### config.mk
export PLATFORM = sky130hd
export DESIGN_NAME = imem_loader
export DESIGN_NICKNAME = d
export VERILOG_FILES = /design/src/rtl/imem_loader.sv
export SDC_FILE = /design/constraint.sdc
export NUM_CORES = 1
export LEC_CHECK = 0
export CORE_UTILIZATION = 35
export CTS_CLUSTER_DIAMETER = 30
export DETAILED_ROUTE_END_ITERATION = 8
export PLACE_DENSITY = 0.84
export SKIP_LAST_GASP = 1
export SLEW_MARGIN = 20
export SYNTH_ARGS = -nofsm -noshare
export SYNTH_HDL_FRONTEND = slang
export SYNTH_SLANG_ARGS = --single-unit
export TNS_END_PERCENT = 1
### constraint.sdc
create_clock -name clk -period 3.08 [get_ports clk]
set_input_delay 0.308 -clock clk [delete_from_list [all_inputs] [get_ports clk]]
set_output_delay 0.308 -clock clk [all_outputs]
set_load 0.02 [all_outputs]
### src/rtl/imem_loader.sv
// -----------------------------------------------------------------------------
// imem_loader
//
// Program-load and run-control front end for the single-cycle processor.
// A stream of 32-bit instruction words arrives over a valid/ready handshake
// and is written, one word per accepted beat, into consecutive instruction
// memory addresses starting at 0. The processor is held in reset while the
// program loads. The word flagged in_last releases it for exactly RUN_CYCLES
// enabled cycles, after which it is frozen so its state can be inspected.
//
// Parameters
//   ADDR_WIDTH   instruction-memory word-address width (2^ADDR_WIDTH words)
//   RUN_CYCLES   enabled processor cycles after release (>= 1)
//
// Ports
//   clk          system clock, rising edge
//   rst          synchronous active-high reset
//   in_valid     word-stream valid
//   in_data      instruction word
//   in_last      final word of the program (qualified by in_valid)
//   in_ready     word accepted this cycle when in_valid is also high
//   reload       one-cycle request to abandon everything and start a new load
//   imem_we      instruction-memory write enable (same cycle as acceptance)
//   imem_addr    instruction-memory word address
//   imem_wdata   instruction-memory write data
//   cpu_rst      registered reset to the processor
//   cpu_en       processor clock-enable, high only while running
//   words_loaded words accepted in the current load
//   done         run window completed (sticky until reload/rst)
//   overflow     program exceeded memory capacity (sticky until reload/rst)
// -----------------------------------------------------------------------------
module imem_loader #(
   parameter int ADDR_WIDTH = 6,
   parameter int RUN_CYCLES = 50
) (
   input  logic                  clk,
   input  logic                  rst,
   input  logic                  in_valid,
   input  logic [31:0]           in_data,
   input  logic                  in_last,
   output logic                  in_ready,
   input  logic                  reload,
   output logic                  imem_we,
   output logic [ADDR_WIDTH-1:0] imem_addr,
   output logic [31:0]           imem_wdata,
   output logic                  cpu_rst,
   output logic                  cpu_en,
   output logic [ADDR_WIDTH:0]   words_loaded,
   output logic                  done,
   output logic                  overflow
);

   localparam logic [1:0] ST_LOAD = 2'd0;
   localparam logic [1:0] ST_RUN  = 2'd1;
   localparam logic [1:0] ST_HALT = 2'd2;

   // The run counter only ever needs to reach RUN_CYCLES-1.
   localparam int               CNT_W    = (RUN_CYCLES > 1) ? $clog2(RUN_CYCLES) : 1;
   localparam logic [CNT_W-1:0] CNT_LAST = CNT_W'(RUN_CYCLES - 1);

   logic [1:0]       state;
   logic [CNT_W-1:0] cycle_cnt;
   logic             accept;
   logic             at_top;
   logic             run_end;

   // Handshake and write port are purely combinational so a word is written
   // on the same edge that accepts it. Reload masks ready so a word offered
   // alongside a reload is neither written nor counted.
   always_comb begin
      in_ready   = (state == ST_LOAD) && !reload;
      accept     = in_valid && in_ready;
      imem_we    = accept;
      imem_addr  = words_loaded[ADDR_WIDTH-1:0];
      imem_wdata = in_data;
      cpu_en     = (state == ST_RUN);
      at_top     = &words_loaded[ADDR_WIDTH-1:0];
      run_end    = (state == ST_RUN) && (cycle_cnt == CNT_LAST);
   end

   always_ff @(posedge clk) begin
      if (rst || reload) begin
         state        <= ST_LOAD;
         words_loaded <= '0;
         cycle_cnt    <= '0;
         cpu_rst      <= 1'b1;
         done         <= 1'b0;
         overflow     <= 1'b0;
      end else begin
         case (state)
            ST_LOAD: begin
               if (accept) begin
                  words_loaded <= words_loaded + (ADDR_WIDTH+1)'(1);
                  if (in_last) begin
                     state   <= ST_RUN;
                     cpu_rst <= 1'b0;
                  end else if (at_top) begin
                     // Memory is full and the program has not ended: park
                     // with the processor still in reset.
                     state    <= ST_HALT;
                     overflow <= 1'b1;
                  end
               end
            end
            ST_RUN: begin
               cycle_cnt <= cycle_cnt + CNT_W'(1);
               if (run_end) begin
                  state <= ST_HALT;
                  done  <= 1'b1;
               end
            end
            ST_HALT: begin
               // Frozen: cpu_rst keeps whatever value it had on entry.
            end
            default: begin
               state <= ST_HALT;
            end
         endcase
      end
   end

endmodule

# After elaboration in Yosys (flattened, before gate mapping)
# Cells that the tools add are included.
# Widths: inputs -> output; s select.
[word_totals] register_bits=18 romBits=0 latch_bits=0 inputBits=37 n_memories=0 output_inout_bits=51 ramBits=0
[op_classes] n_eq_ne=6 div_mod_pow=0 n_mux=5 n_bitwise=2 shifts=0 n_reduce_logical=12 addsub=2 mul=0 order_cmp=0
[op_table] cell="$reduce_and 9->1" n=1
[op_table] cell="$mux 2" n=4
[op_table] cell="$add 7x1->7 const B" n=1
[op_table] cell="$add 6x1->6 const B" n=1
[op_table] cell="$eq 6x6->1 const B" n=1
[op_table] cell="$pmux 2 s3" n=1
[op_table] cell="$reduce_and 6->1" n=1
[op_table] cell="$reduce_and 2->1" n=2
[op_table] cell="$reduce_and 4->1" n=1
[op_table] cell="$logic_and 1x1->1" n=3
[op_table] cell="$ne 3x3->1 const B" n=1
[op_table] cell="$reduce_and 3->1" n=1
[op_table] cell="$eq 2x1->1 const B" n=1
[op_table] cell="$eq 2x2->1 const B" n=1
[op_table] cell="$logic_not 2->1" n=1
[op_table] cell="$ne 2x1->1 const B" n=1
[op_table] cell="$ne 2x2->1 const B" n=1
[op_table] cell="$not 1->1" n=2
[op_table] cell="$logic_not 1->1" n=1
[op_table] cell="$logic_or 1x1->1" n=1

# Depth between registers and ports, before layout
[depth] ltp_word=5 ltp_mapped=5 mapped_depth_nobuf=5

# Least setup slack after synthesis
# No wires, ideal clock.
[synth_timing] kind="register to register" start="register state[1]" end="register words_loaded[5]" path_stages_with_launch=5 setup_time_ps=71 path_buffers=1 slack_ps=1419 t_arrival_ps=1590 period_less_slack_ps=1661 path_cell_list="dfxtp_1 or4b_1 buf_2 or4_1 a21oi_1"
[synth_between] elab_chain_cells=4
[synth_rtl] element="start: declaration" line="61" source="logic [1:0] state;"
[synth_rtl] element="start signal: assignment" line="83" source="state <= ST_LOAD;"
[synth_rtl] element="start signal: assignment" line="95" source="state <= ST_RUN;"
[synth_rtl] element="start signal: assignment" line="100" source="state <= ST_HALT;"
[synth_rtl] element="$logic_not 2->1 (*)" line="71, 90"
[synth_rtl] element="$logic_and 1x1->1" line="71" source="in_ready = (state == ST_LOAD) && !reload;"
[synth_rtl] element="$logic_and 1x1->1" line="72" source="accept = in_valid && in_ready;"
[synth_rtl] element="$reduce_and 2->1 (no line) (*)"
[synth_rtl] element="end signal: assignment" line="93" source="words_loaded <= words_loaded + (ADDR_WIDTH+1)'(1);"
[synth_rtl] element="end: declaration" line="48" source="output logic [ADDR_WIDTH:0] words_loaded,"
# Every way passes the cells marked *; elsewhere a longest branch is shown, timed or not.
# A chain may end at the register's enable or synchronous reset.

# Worst setup path after layout
[layout_timing] start="input reload" end="output imem_we"
[layout_between] elab_chain_cells=3
[layout_rtl] element="start: declaration" line="42" source="input logic reload,"
[layout_rtl] element="$logic_not 1->1" line="71"
[layout_rtl] element="$logic_and 1x1->1" line="71"
[layout_rtl] element="$logic_and 1x1->1" line="72"
[layout_rtl] element="end: declaration" line="43" source="output logic imem_we,"
# Every way passes these cells.

==> out/metrics.yaml <==
floorplan:
  initial_core_util: 0.380
  dieHeight_microns: 57.6
  die_x_microns: 57.6
  fp-row-count: 19
  ios: 88
  dieArea_sq_um: 3320
  core_area_sq_um: 2850
timing:
  period_needed_ps: 2560
  clock_skew_ps: 4.76
  rsz0062_at_grt: "no"
  max_slew_margin: 0.658
  tightestPinTransition_ps: 506
  finalSetupViolCount: 0
  period_share: 0.831
  finalMaxSlewViolations: 0
  hold_ws_ps: 482
  hold_viol_final: 0
  finalSetupTns_ps: 0
  fmax_ghz: 0.391
grt:
  grt_usage: 0.122
  antenna_found_initial: 0
  grt_pass1_wl_mm: 3.14
  overflow: 0
  grt_pass1_vias: 719
  grt_max_degree: 17
worst_hold_path:
  hp-class: "reg -> reg"
cts:
  clkSlewWorstSetupHoldPaths_ps: 90
  clock_path_buffers: 2
  cts_tree: "done"
  numCtsBuffers: 3
  cts_resized: 0
  root_buffer: "clkbuf_4"
  cts_sinks: 18
  cts-hold-fix-buffers: 0
  insertion_delay_ps: 300
  htree_levels: 1
  postCtsSetupBuffers: 0
cells_and_area:
  drive_gt1_frac: 0.0431
  layout.nets: 158
  layoutNonFillerInstCount: 147
  antenna_cells: 0
  syn2layout_area_growth_pct: -0.578
critical_path:
  start_kind: "primary input"
  crit_fanout: 10
  crit_type: "in -> out"
  end_kind: "output pin"
  cp.arrival_ps: 2250
  worst_ep_required_time_ps: 2770
route:
  dr.first_iter.drc_count: 29
  routedWlPerCell_microns: 12.7
  antenna_left: 0
  first_pass_iters: 6
  vias: 776
  drt_wl_total_mm: 1.86
  drc_errors: 7
  avgViaCountPerCell: 5.28
logic_synthesis:
  yosysTopAreaCellShare: 0.333
  yosys-top-cells-area: "dfxtp_1 33%, buf_4 26%, a21oi_1 4.2%"
  syn_avg_cell_area_sq_um: 8.27
  ys_seq_area_frac: 0.333
  yosysMostFrequentCell: "buf_4"
  ys.flop_type: "dfxtp_1"
  async_reset_ff_frac: 0
  netlist_instances: 131
  synth-seq-cells: 18
  ys_top_cells_by_count: "38 x buf_4, 18 x dfxtp_1, 9 x a21oi_1, 9 x nand2_1, 7 x nor2_1"
  syn_nets: 171
  synth_edf_count: 0
  netlist_area_sq_um: 1080
  yosysWarnings: 0
  synth_area_leader_cell: "dfxtp_1"
  synthDistinctLibCells: 30
power:
  power_density_nw_per_um2: 360
  p_leak_nw: 0.364
  peakVddDrop_mv: 0.137
outcome:
  violations: "design-rule violations"
  outcome: "finished with violations"
place:
  dp.cells: 144
  place.gp.congestion: 0.826
  io_buffers: 23
  dp_hpwl_mm: 1.41
run:
  timing.max_cap.violations: 0
-- cell usage in the layout, fill, tap and decap left out --
master           Yosys  layout
a211oi_1             2       2
a21bo_2              1       1
a21o_1               1       1
a21oi_1              9       9
a31oi_1              2       2
and2_1               1       1
and3_1               1       1
clkbuf_4             0       3
clkdlybuf4s50_1      0      23
dfxtp_1             18      18
ha_1                 3       3
inv_1                4       4
mux2i_1              1       1
nand2_1              9       9
nand2b_1             1       1
nand3_1              5       5
nand3b_1             1       1
nor2_1               7       7
nor3_1               1       1
nor4bb_1             1       1
o21ai_0              6       6
o22ai_1              1       1
o31ai_1              2       2
or2_2                1       1
or3_1                6       6
or4_1                2       2
or4b_1               1       1
xnor2_1              2       2
xor2_1               1       1
-- per-stage QoR --
stage | setup WS (ps) | power (mW) | instance area, sq um | util
6_report | 521 | 0.388 | 1080 | 0.378
5_1_grt | 432 | 0.403 | 1080 | 0.378
4_1_cts | 527 | 0.388 | 1080 | 0.378
3_5_place_dp | 531 | 0.275 | 1050 | 0.370
3_3_place_gp | 565 | 0.275 | 1050 | 0.370
2_1_floorplan | 1420 | 0.322 | 1080 | -
-- worst paths after layout --
path,depth (start not counted),start,slack [ps],end
max,4,reload,520,imem_we
min,1,cpu_rst,480,cpu_rst
max reg2reg,3,state[1],1280,words_loaded[5]
min reg2reg,1,cpu_rst,480,cpu_rst
-- state kept, by name, summed over array words and instances (netlist names) --
name and flops:
done 1, state 2, cpu_rst 1, overflow 1, cycle_cnt 6, words_loaded 7
-- logic make-up (layout without fill, tap and decap cells) --
family | count (synthesis) | in the layout | share of synthesized area
buffers and inverters | 45 | 30 | 0.289
and+or+nand+nor | 37 | 37 | 0.180
AOI/OAI and AO/OA | 24 | 24 | 0.130
DFF | 18 | 18 | 0.333
adders and majority gates | 3 | 3 | 0.0346
xor gates and xnor gates | 3 | 3 | 0.0243
muxes | 1 | 1 | 0.00924
-- final cells by class --
type	count	area [sq um]
fill	295	1780
clock buffer	3	22.5
inverter	4	15.0
timing repair buffer	23	230
multi-input combinational	68	410
sequential	18	360
tap	31	38.8
-- power breakdown --
group | switching [mW] | internal, mW
registers | 0.00221 | 0.234
logic | 0.0182 | 0.0155
clock network | 0.0716 | 0.0456
total | 0.0920 | 0.296
-- worst max-delay path, cell delays in order --
cell	delay, ps
clkdlybuf4s50_1	470
or4b_1	640
inv_1	200
clkdlybuf4s50_1	630
-- routing by layer --
layer / wire (microns) / vias up / global-route usage
met3: 130 / 9 / 0.0313
met4: 42 / 0 / 0.0836
li1: - / 380 / -
met2: 898 / 39 / 0.194
met5: 0 / - / 0
met1: 790 / 348 / 0.143
No activity file was read; power rests on OpenSTA's default activity.
